**src/rtl/pipe_ctrl_if.sv**
```systemverilog
// Pipeline-to-controller signal bundle: stage stall requests and exception
// report in, per-stage stall/flush/redirect and status out.
interface pipe_ctrl_if;
  logic        STALLREQ_IF;
  logic        STALLREQ_ID;
  logic        STALLREQ_EX;
  logic        STALLREQ_MEM;
  logic        EXCEPT_VALID;
  logic [31:0] EXCEPT_VEC;
  logic [5:0]  STALL;
  logic        FLUSH;
  logic [31:0] NEW_PC;
  logic        WDT_ERR;
  logic [31:0] STALL_CNT;

  modport master (
    output STALLREQ_IF, STALLREQ_ID, STALLREQ_EX, STALLREQ_MEM,
    output EXCEPT_VALID, EXCEPT_VEC,
    input  STALL, FLUSH, NEW_PC, WDT_ERR, STALL_CNT
  );

  modport slave (
    input  STALLREQ_IF, STALLREQ_ID, STALLREQ_EX, STALLREQ_MEM,
    input  EXCEPT_VALID, EXCEPT_VEC,
    output STALL, FLUSH, NEW_PC, WDT_ERR, STALL_CNT
  );
endinterface

```
**src/rtl/pipe_ctrl.sv**
```systemverilog
// Pipeline stall/flush controller: priority stall decode, exception
// flush-and-redirect sequence, stall watchdog and saturating stall counter.
module pipe_ctrl #(
  parameter int unsigned WDT_LIMIT = 1023
) (
  input logic        CLK,
  input logic        RST,
  pipe_ctrl_if.slave pif
);
  // state       | meaning
  // ST_RUN      | normal flow; STALL decoded from requests; exceptions accepted
  // ST_FLUSH    | one cycle clearing every pipeline register
  // ST_REDIRECT | one cycle loading NEW_PC into PC; other stages hold the bubble

  localparam int WDT_W = ($clog2(WDT_LIMIT + 1) > 10) ? $clog2(WDT_LIMIT + 1) : 10;
  localparam logic [WDT_W-1:0] WDT_LIM = WDT_W'(WDT_LIMIT);

  typedef enum logic [1:0] {
    ST_RUN      = 2'd0,
    ST_FLUSH    = 2'd1,
    ST_REDIRECT = 2'd2
  } state_t;

  state_t           state_q;
  state_t           state_d;
  logic [5:0]       stall_req;
  logic [5:0]       stall;
  logic             flush;
  logic             accept;
  logic             stall_any;
  logic             wdt_inc;
  logic [WDT_W-1:0] wdt_cnt_q;
  logic [WDT_W-1:0] wdt_cnt_d;
  logic             wdt_err_q;
  logic [31:0]      new_pc_q;
  logic [31:0]      stall_cnt_q;

  // The deepest stalled stage wins; every stage upstream of it stops too.
  always_comb begin
    stall_req = 6'b000000;
    if (pif.STALLREQ_MEM)
      stall_req = 6'b011111;
    else if (pif.STALLREQ_EX)
      stall_req = 6'b001111;
    else if (pif.STALLREQ_ID)
      stall_req = 6'b000111;
    else if (pif.STALLREQ_IF)
      stall_req = 6'b000011;
  end

  always_comb begin
    state_d = state_q;
    stall   = 6'b000000;
    flush   = 1'b0;
    accept  = 1'b0;
    case (state_q)
      ST_RUN: begin
        stall = stall_req;
        if (pif.EXCEPT_VALID) begin
          accept  = 1'b1;
          state_d = ST_FLUSH;
        end
      end
      ST_FLUSH: begin
        flush   = 1'b1;
        state_d = ST_REDIRECT;
      end
      ST_REDIRECT: begin
        stall   = 6'b111110;
        state_d = ST_RUN;
      end
      default: state_d = ST_RUN;
    endcase
    // Stop requests must not leak out while the controller is held in reset.
    if (!RST)
      stall = 6'b000000;
  end

  always_ff @(posedge CLK or negedge RST) begin
    if (!RST)
      state_q <= ST_RUN;
    else
      state_q <= state_d;
  end

  assign stall_any = |stall;
  // An accepted exception restarts the watchdog even if it would trip now.
  assign wdt_inc   = (state_q == ST_RUN) && stall_any && !accept;

  always_comb begin
    wdt_cnt_d = '0;
    if (wdt_inc)
      wdt_cnt_d = (wdt_cnt_q == WDT_LIM) ? wdt_cnt_q : wdt_cnt_q + 1'b1;
  end

  always_ff @(posedge CLK or negedge RST) begin
    if (!RST) begin
      wdt_cnt_q <= '0;
      wdt_err_q <= 1'b0;
    end else begin
      wdt_cnt_q <= wdt_cnt_d;
      if (wdt_inc && (wdt_cnt_d == WDT_LIM))
        wdt_err_q <= 1'b1;
    end
  end

  always_ff @(posedge CLK or negedge RST) begin
    if (!RST)
      new_pc_q <= 32'h0;
    else if (accept)
      new_pc_q <= pif.EXCEPT_VEC;
  end

  always_ff @(posedge CLK or negedge RST) begin
    if (!RST)
      stall_cnt_q <= 32'h0;
    else if (stall_any && (stall_cnt_q != 32'hFFFF_FFFF))
      stall_cnt_q <= stall_cnt_q + 32'd1;
  end

  assign pif.STALL     = stall;
  assign pif.FLUSH     = flush;
  assign pif.NEW_PC    = new_pc_q;
  assign pif.WDT_ERR   = wdt_err_q;
  assign pif.STALL_CNT = stall_cnt_q;

endmodule
```
**src/flat_wrapper.sv**
```systemverilog
// flat-port wrapper written by rule: the top's interface ports become plain ports
module pipe_ctrl_flat 
#(
  parameter int unsigned WDT_LIMIT = 1023
)
  (CLK, RST, pif_STALLREQ_IF, pif_STALLREQ_ID, pif_STALLREQ_EX, pif_STALLREQ_MEM, pif_EXCEPT_VALID, pif_EXCEPT_VEC, pif_STALL, pif_FLUSH, pif_NEW_PC, pif_WDT_ERR, pif_STALL_CNT);
  pipe_ctrl_if pif_i ();
  input logic CLK;
  input logic RST;
  input wire logic [$bits(pif_i.STALLREQ_IF)-1:0] pif_STALLREQ_IF;
  input wire logic [$bits(pif_i.STALLREQ_ID)-1:0] pif_STALLREQ_ID;
  input wire logic [$bits(pif_i.STALLREQ_EX)-1:0] pif_STALLREQ_EX;
  input wire logic [$bits(pif_i.STALLREQ_MEM)-1:0] pif_STALLREQ_MEM;
  input wire logic [$bits(pif_i.EXCEPT_VALID)-1:0] pif_EXCEPT_VALID;
  input wire logic [$bits(pif_i.EXCEPT_VEC)-1:0] pif_EXCEPT_VEC;
  output wire logic [$bits(pif_i.STALL)-1:0] pif_STALL;
  output wire logic [$bits(pif_i.FLUSH)-1:0] pif_FLUSH;
  output wire logic [$bits(pif_i.NEW_PC)-1:0] pif_NEW_PC;
  output wire logic [$bits(pif_i.WDT_ERR)-1:0] pif_WDT_ERR;
  output wire logic [$bits(pif_i.STALL_CNT)-1:0] pif_STALL_CNT;
  assign pif_i.STALLREQ_IF = pif_STALLREQ_IF;
  assign pif_i.STALLREQ_ID = pif_STALLREQ_ID;
  assign pif_i.STALLREQ_EX = pif_STALLREQ_EX;
  assign pif_i.STALLREQ_MEM = pif_STALLREQ_MEM;
  assign pif_i.EXCEPT_VALID = pif_EXCEPT_VALID;
  assign pif_i.EXCEPT_VEC = pif_EXCEPT_VEC;
  assign pif_STALL = pif_i.STALL;
  assign pif_FLUSH = pif_i.FLUSH;
  assign pif_NEW_PC = pif_i.NEW_PC;
  assign pif_WDT_ERR = pif_i.WDT_ERR;
  assign pif_STALL_CNT = pif_i.STALL_CNT;
  pipe_ctrl #(.WDT_LIMIT(WDT_LIMIT)) u_core (.CLK(CLK), .RST(RST), .pif(pif_i));
endmodule
```
**config.mk**
```make
export PLATFORM = sky130hd
export DESIGN_NAME = pipe_ctrl_flat
export DESIGN_NICKNAME = d
export VERILOG_FILES = /design/src/rtl/pipe_ctrl_if.sv /design/src/rtl/pipe_ctrl.sv /design/src/flat_wrapper.sv
export SDC_FILE = /design/constraint.sdc
export NUM_CORES = 1
export LEC_CHECK = 0
export BUFFER_PORTS_ARGS = -buffer_cell sky130_fd_sc_hd__buf_2
export CORE_MARGIN = 5
export CORE_UTILIZATION = 50
export DETAILED_ROUTE_END_ITERATION = 6
export PLACE_DENSITY_LB_ADDON = 0.2
export SLEW_MARGIN = 10
export SYNTH_ARGS = -nofsm -noshare
export SYNTH_HDL_FRONTEND = slang
export SYNTH_SLANG_ARGS = --single-unit
```
**constraint.sdc**
```tcl
create_clock -name CLK -period 2.6 [get_ports CLK]
set_input_delay 0.13 -clock CLK [delete_from_list [all_inputs] [get_ports CLK]]
set_output_delay 0.13 -clock CLK [all_outputs]
set_load 0.01 [all_outputs]
```
==> results of run 1 <==
## worst max path at each step
stage / from / to / cells after the start
floorplan: u_core.pif.STALL_CNT[0] / u_core.pif.STALL_CNT[29] / 6
global placement: u_core.wdt_cnt_q[0] / u_core.pif.WDT_ERR / 6
detailed placement: u_core.wdt_cnt_q[0] / u_core.pif.WDT_ERR / 6
CTS: u_core.wdt_cnt_q[0] / u_core.pif.WDT_ERR / 6
global route: u_core.wdt_cnt_q[0] / u_core.pif.WDT_ERR / 6
finish: u_core.wdt_cnt_q[0] / u_core.pif.WDT_ERR / 6
## power by group through the flow
stage / logic, mW / registers, mW / clock network, mW
finish: 0.688 / 1.52 / 1.08
global route: 0.751 / 1.55 / 1.16
CTS: 0.694 / 1.52 / 1.11
detailed placement: 0.671 / 1.54 / 0
global placement: 0.663 / 1.53 / 0
floorplan: 0.279 / 1.61 / 0
## Yosys cell counts, types with 5 or more instances
library cell / n
dfrtp_1: 77
mux2_2: 33
nor2_1: 27
xnor2_1: 21
nand3_1: 17
nand2_1: 14
xor2_1: 14
inv_1: 12
nor3_1: 10
nand4_1: 9
nor4_1: 7
buf_2: 5
## cells by family (layout without fill, tap and decap cells)
kind of cell / after synthesis / count (layout) / share of synthesized area
compound gates: 21 / 21 / 0.0472
xor+xnor: 35 / 35 / 0.0845
fa+ha+maj: 2 / 2 / 0.00689
buf+inv: 22 / 165 / 0.0248
flops: 77 / 77 / 0.531
mux: 35 / 35 / 0.108
simple gates: 116 / 116 / 0.198
## routing by layer
layer / up-vias / track usage
li1: 1368 / -
met4: 0 / 0.0853
met5: - / 0
met3: 11 / 0.0497
met1: 1440 / 0.233
met2: 69 / 0.334
## through the flow
stage               area [um^2]  setup WS [ns]  instances  hold WS [ns]
finish                     4760          0.416        550        0.0189
global placement           4300          0.544        512         0.362
global route               4760          0.235        550       0.00191
detailed placement         4300          0.434        512         0.366
floorplan                  3630          0.610        308        -0.166
CTS                        4720          0.430        546      0.000397
## registers in the layout, indices dropped and copies added, names as in the netlist
register / cells
u_core.pif.NEW_PC: 32
u_core.state_q: 2
u_core.pif.STALL_CNT: 32
u_core.pif.WDT_ERR: 1
u_core.wdt_cnt_q: 10
## repair_timing
action	4_1_cts	5_1_grt
resized for setup	0	0
endpoints found under the setup margin	0	0
hold buffers	18	4
endpoints found under the hold margin	18	4
## cell type report
cell class | count | share of cell area
sequential | 77 | 0.405
multi-input combinational | 209 | 0.340
timing repair buffer | 136 | 0.169
clock buffer | 10 | 0.0268
tap | 99 | 0.0260
clock inverter | 6 | 0.0234
inverter | 13 | 0.0102
==> run_results.csv, run 1 <==
group,metric,value,unit
run_status,outcome,"finished clean",
yosys,synth_top_cell_area_share,0.531,
min_path,worstHoldStart,"pif_EXCEPT_VEC[5]",
detailed_routing,drt-met1-wl,3460,um
cts,cts_tree,"built",
power_and_ir_drop,power.share.switching,0.278,
die,die_y,95.2,um
layout,postLayoutCoreUtil,0.663,
layout,diodes,0,
detailed_routing,avgViaCountPerCell,5.25,
power_and_ir_drop,p_sw,911,uW
sta,rsz0062_at_grt,"no",
critical_path,path_buf_inv,0,
critical_path,crit_chain,"ha_1 > nand4_2 > nor3_2 > a32o_1 > nand3_1 > o41ai_2",
yosys,synth_enable_flop_cells,0,
detailed_routing,wl_met3,447,um
grt,grt_pass1_vias,2925,
yosys,yosysUniqueCellTypes,57,
critical_path,critPathSlowestCell,"dfrtp_1",
min_path,hold_path_class,"input port to flop",
critical_path,required,2.85,ns
yosys,syn_nets,349,
yosys,synth_top_cell_by_area,"dfrtp_1",
cts,h-tree-depth,3,
detailed_routing,wl,8390,um
critical_path,startpoint_type,"flop",
detailed_routing,ant_nets,0,
power_and_ir_drop,intPower,2.37,mW
yosys,synth-seq-area-share,0.531,
sta,drv_slew,0,
layout,multi_input_area,1620,um^2
critical_path,rrSetupSlack,0.42,ns
cts,numCtsBuffers,9,
layout,syn_to_final_growth,31.2,%
detailed_routing,drt-initial-drc-count,99,
grt,grt_max_degree,78,
yosys,synthCells,308,
cts,clk_pin_slew,0.08,ns
layout,nNetsFinal,487,
layout,regArea,1930,um^2
yosys,synth_ff_type,"dfrtp_1",
layout,nFillCells,578,
layout,layout_common_cells,"109 x buf_2, 77 x dfrtp_1, 33 x mux2_2, 27 x nor2_1, 22 x dlygate4sd3_1",
power_and_ir_drop,ir_drop,396,uV
sta,tns,0,ns
sta,tightest_slew,0.949,ns
sta,setup_violations,0,
detailed_routing,num_vias,2888,
cts,clock_latency,0.34,ns
critical_path,r2r-end,"u_core.pif.WDT_ERR",
power_and_ir_drop,clock_power_share,0.328,
detailed_routing,drc_errors,0,
yosys,async_flop_share,1.00,
power_and_ir_drop,p_leak,2.29,nW
min_path,whs_endpoint,"u_core.pif.NEW_PC[5]",
run,cap_violations,0,
cts,cts_max_path_buffers,2,
cts,post-cts-setup-buffer-count,0,
detailed_routing,first_pass_iters,5,
sta,slew_headroom,0.367,
critical_path,r2r_start,"u_core.wdt_cnt_q[0]",
critical_path,cpPeakStageDelay,0.47,ns
die,io_pins,111,
cts,cts.sinks,77,
detailed_routing,wl_per_cell,15.3,um
yosys,synth_area_leaders,"dfrtp_1 53%, mux2_2 10%, xnor2_1 5.1%",
die,die_width,95.2,um
die,die_area,9060,um^2
critical_path,arrival,2.43,ns
critical_path,r2r_cells,6,
grt,grt.overflow.total,0,
power_and_ir_drop,power_frac_seq,0.462,
power_and_ir_drop,p_total,3.28,mW
critical_path,crit_type,"flop to flop",
yosys,netlist_area,3630,um^2
placement,routabilityCongestion,0.899,
sta,finalHoldViolations,0,
die,core,7180,um^2
detailed_routing,wl_met2,4350,um
power_and_ir_drop,powerDensity,689,nW/um^2
yosys,synth-seq-cells,77,
grt,grt_pass1_wl,13700,um
sta,max_freq,458,MHz
sta,min_period_over_period,0.840,
grt,groute.usage.overall,0.196,
detailed_routing,highest_layer,"met4",
sta,period_minus_slack,2.18,ns
layout,drive_gt1_frac,0.415,
placement,dp_hpwl,5990,um
layout,layout_commonest_cell,"buf_2",
min_path,worstHoldPathCells,2,
critical_path,cp-end-kind,"flop",
placement,io_buffer_count,110,
grt,grt_antenna_before_repair,0,
critical_path,crit_family,"simple AND/OR/NAND/NOR gates",
cts,cts-root-buf,"clkbuf_8",
yosys,syn_area_per_cell,11.8,um^2
power_and_ir_drop,power_frac_comb,0.210,
yosys,synth_warnings,0,
die,start_util,0.506,
critical_path,crit_fanout,8,
die,rows,31,
sta,clock_skew,0.00727,ns
Note: power is estimated with default switching activity, not from simulation.
==> inputs of run 2 (changes only) <==
ABC_AREA = 1   (was default)
CORE_UTILIZATION = 48   (was 50)
clock period = 1.85 ns   (was 2.6 ns; I/O delays follow)
==> run_results.csv, run 2 <==
group,metric,value,unit
power_and_ir_drop,power.share.switching,0.352,
yosys,synth_enable_flop_cells,0,
yosys,synth_top_cell_area_share,0.459,
detailed_routing,avgViaCountPerCell,4.90,
sta,tightest_slew,0.939,ns
cts,cts.sinks,77,
detailed_routing,drc_errors,0,
cts,h-tree-depth,3,
layout,drive_gt1_frac,0.277,
critical_path,crit_fanout,5,
layout,nFillCells,775,
critical_path,path_common_cell,"nand2_1",
die,rows,34,
power_and_ir_drop,power_frac_seq,0.469,
placement,io_buffer_count,110,
grt,grt_pass1_wl,18900,um
sta,whs,-0.000653,ns
die,die_area,10700,um^2
power_and_ir_drop,power_frac_comb,0.262,
cts,cts-root-buf,"clkbuf_8",
sta,finalHoldViolations,2,
detailed_routing,wl,11200,um
critical_path,cpPeakStageDelay,0.48,ns
layout,nNetsFinal,751,
sta,drv_slew,0,
sta,min_period_over_period,0.954,
power_and_ir_drop,p_leak,2.92,nW
power_and_ir_drop,p_sw,1.57,mW
placement,placed_area,4930,um^2
layout,diodes,0,
grt,grt_antenna_before_repair,0,
cts,clk_pin_slew,0.09,ns
min_path,hold_path_class,"input port to asynchronous set/reset pin",
power_and_ir_drop,intPower,2.90,mW
yosys,yosysMostFrequentCell,"nand2_1",
detailed_routing,first_pass_iters,4,
sta,period_minus_slack,1.77,ns
run_status,outcome,"finished, violations left",
yosys,synthCells,552,
critical_path,r2r_start,"u_core.pif.STALL_CNT[17]",
cts,numCtsBuffers,9,
detailed_routing,wl_per_cell,13.6,um
detailed_routing,ant_nets,0,
critical_path,startpoint_type,"flop",
yosys,syn_area_per_cell,7.61,um^2
critical_path,path_buf_inv,1,
sta,max_freq,566,MHz
layout,layout_commonest_cell,"nand2_1",
run_status,violations,"hold timing",
sta,clock_skew,0.0108,ns
layout,syn_to_final_growth,29.9,%
cts,post-cts-setup-buffer-count,0,
yosys,syn_nets,593,
die,die_y,104,um
grt,grt_max_degree,78,
critical_path,required,2.14,ns
critical_path,arrival,2.05,ns
yosys,yosysUniqueCellTypes,31,
yosys,netlist_area,4200,um^2
yosys,synth_top_cell_by_area,"dfrtp_1",
critical_path,startpoint,"u_core.pif.STALL_CNT[17]",
grt,grt_pass1_vias,3990,
detailed_routing,num_vias,4031,
cts,cts_tree,"built",
grt,groute.usage.overall,0.211,
yosys,synth_ff_type,"dfrtp_1",
critical_path,crit_type,"flop to flop",
die,start_util,0.486,
cts,cts_max_path_buffers,2,
layout,regArea,1930,um^2
placement,routabilityCongestion,0.985,
critical_path,critPathSlowestCell,"dfrtp_1",
grt,grt.overflow.total,0,
sta,rsz0062_at_grt,"no",
layout,layout_common_cells,"232 x nand2_1, 109 x buf_2, 77 x dfrtp_1, 50 x nor2_1, 45 x inv_1",
yosys,async_flop_share,1.00,
die,core,8640,um^2
detailed_routing,drt-initial-drc-count,155,
layout,stdcell_area,5460,um^2
power_and_ir_drop,ir_drop,629,uV
placement,dp_hpwl,7930,um
yosys,synth-seq-area-share,0.459,
yosys,synth_warnings,0,
sta,setup_violations,0,
power_and_ir_drop,powerDensity,819,nW/um^2
critical_path,crit_family,"simple AND/OR/NAND/NOR gates",
yosys,synth_commonest_cells,"232 x nand2_1, 77 x dfrtp_1, 51 x nor2_1, 45 x inv_1, 20 x nand3_1",
die,io_pins,111,
critical_path,rrSetupSlack,0.08,ns
sta,slew_headroom,0.374,
cts,clock_latency,0.35,ns
critical_path,cp-end-kind,"flop",
yosys,synth-seq-cells,77,
critical_path,crit_chain,"inv_2 > nor3_1 > nand2_1 > nor3_1 > xor2_1 > nand2_1 > nand2_1",
layout,multi_input_area,1990,um^2
run,cap_violations,0,
sta,tns,0,ns
power_and_ir_drop,clock_power_share,0.269,
yosys,synth_area_leaders,"dfrtp_1 46%, nand2_1 21%, nor2_1 4.6%",
die,die_width,104,um
run 2: cell count changes after synthesis, moves of 5 or more:
cell / previous run / this run
nor4_1: 7 / 0
nand2_1: 14 / 232
inv_1: 12 / 45
mux2_2: 33 / 0
nor2_2: 0 / 5
xnor2_1: 21 / 8
inv_2: 1 / 11
o21ai_0: 1 / 7
xor2_1: 14 / 19
nor2_4: 0 / 5
nor2_1: 27 / 51
nand2_2: 0 / 17
o21ai_1: 0 / 5
run 2: cell families after synthesis:
group                      count (synthesis)  synth area share
adders and majority gates                  2           0.00596
xor gates and xnor gates                  28            0.0602
buffers and inverters                     69            0.0733
AOI/OAI and AO/OA                         21            0.0280
DFF                                       77             0.459
and+or+nand+nor                          355             0.374
run 2: power groups by stage:
stage / registers [mW] / clock network [mW] / logic, mW
finish: 2.10 / 1.20 / 1.17
detailed placement: 2.12 / 0 / 1.12
floorplan: 2.22 / 0 / 0.548
CTS: 2.09 / 1.24 / 1.17
global placement: 2.11 / 0 / 1.10
global route: 2.13 / 1.31 / 1.30
run 2: what timing repair did:
item | CTS | global route
setup endpoints to repair | 0 | 26
hold buffers | 32 | 0
gates resized for setup | 0 | 5
endpoints found under the hold margin | 32 | 0
run 2: worst register-to-register path: stages, from the launching register on:
cell and delay (ns):
dfrtp_1 0.48, inv_2 0.10, nor3_1 0.28, nand2_1 0.15
nor3_1 0.40, xor2_1 0.19, nand2_1 0.06, nand2_1 0.05
run 2: through the flow:
step	instances	power [mW]	util	setup WS [ns]
3_3_place_gp	775	3.21	0.570	0.136
4_1_cts	823	4.50	0.629	0.0662
3_5_place_dp	775	3.24	0.570	0.0867
6_report	823	4.47	0.632	0.0847
2_1_floorplan	552	2.77	-	0.222
5_1_grt	823	4.73	0.632	0.0204
run 2: routing by layer:
metal,GRT usage,share of wire,vias up
met4,0.0956,0.033,0
met5,0,0,-
met2,0.329,0.47,134
met1,0.282,0.44,1865
li1,-,-,2005
met3,0.0442,0.061,27
run 2: cell type report:
| cell class | count | share of cell area |
|---|---|---|
| multi-input cells | 406 | 0.366 |
| flip-flops and latches | 77 | 0.353 |
| repair buffers | 160 | 0.185 |
| inverters | 56 | 0.0385 |
| well taps | 108 | 0.0248 |
| clock buffers | 10 | 0.0234 |
| clock inverters | 6 | 0.00986 |
run 2: path summary, 6_finish.rpt:
check	end	cells past startpoint
hold / removal	u_core.pif.NEW_PC[28]	2
hold reg to reg	u_core.pif.WDT_ERR	2
setup / recovery	u_core.pif.STALL_CNT[22]	7
min in group CLK	u_core.wdt_cnt_q[9]	7
setup reg to reg	u_core.pif.STALL_CNT[22]	7
max in group asynchronous	u_core.pif.STALL_CNT[3]	2
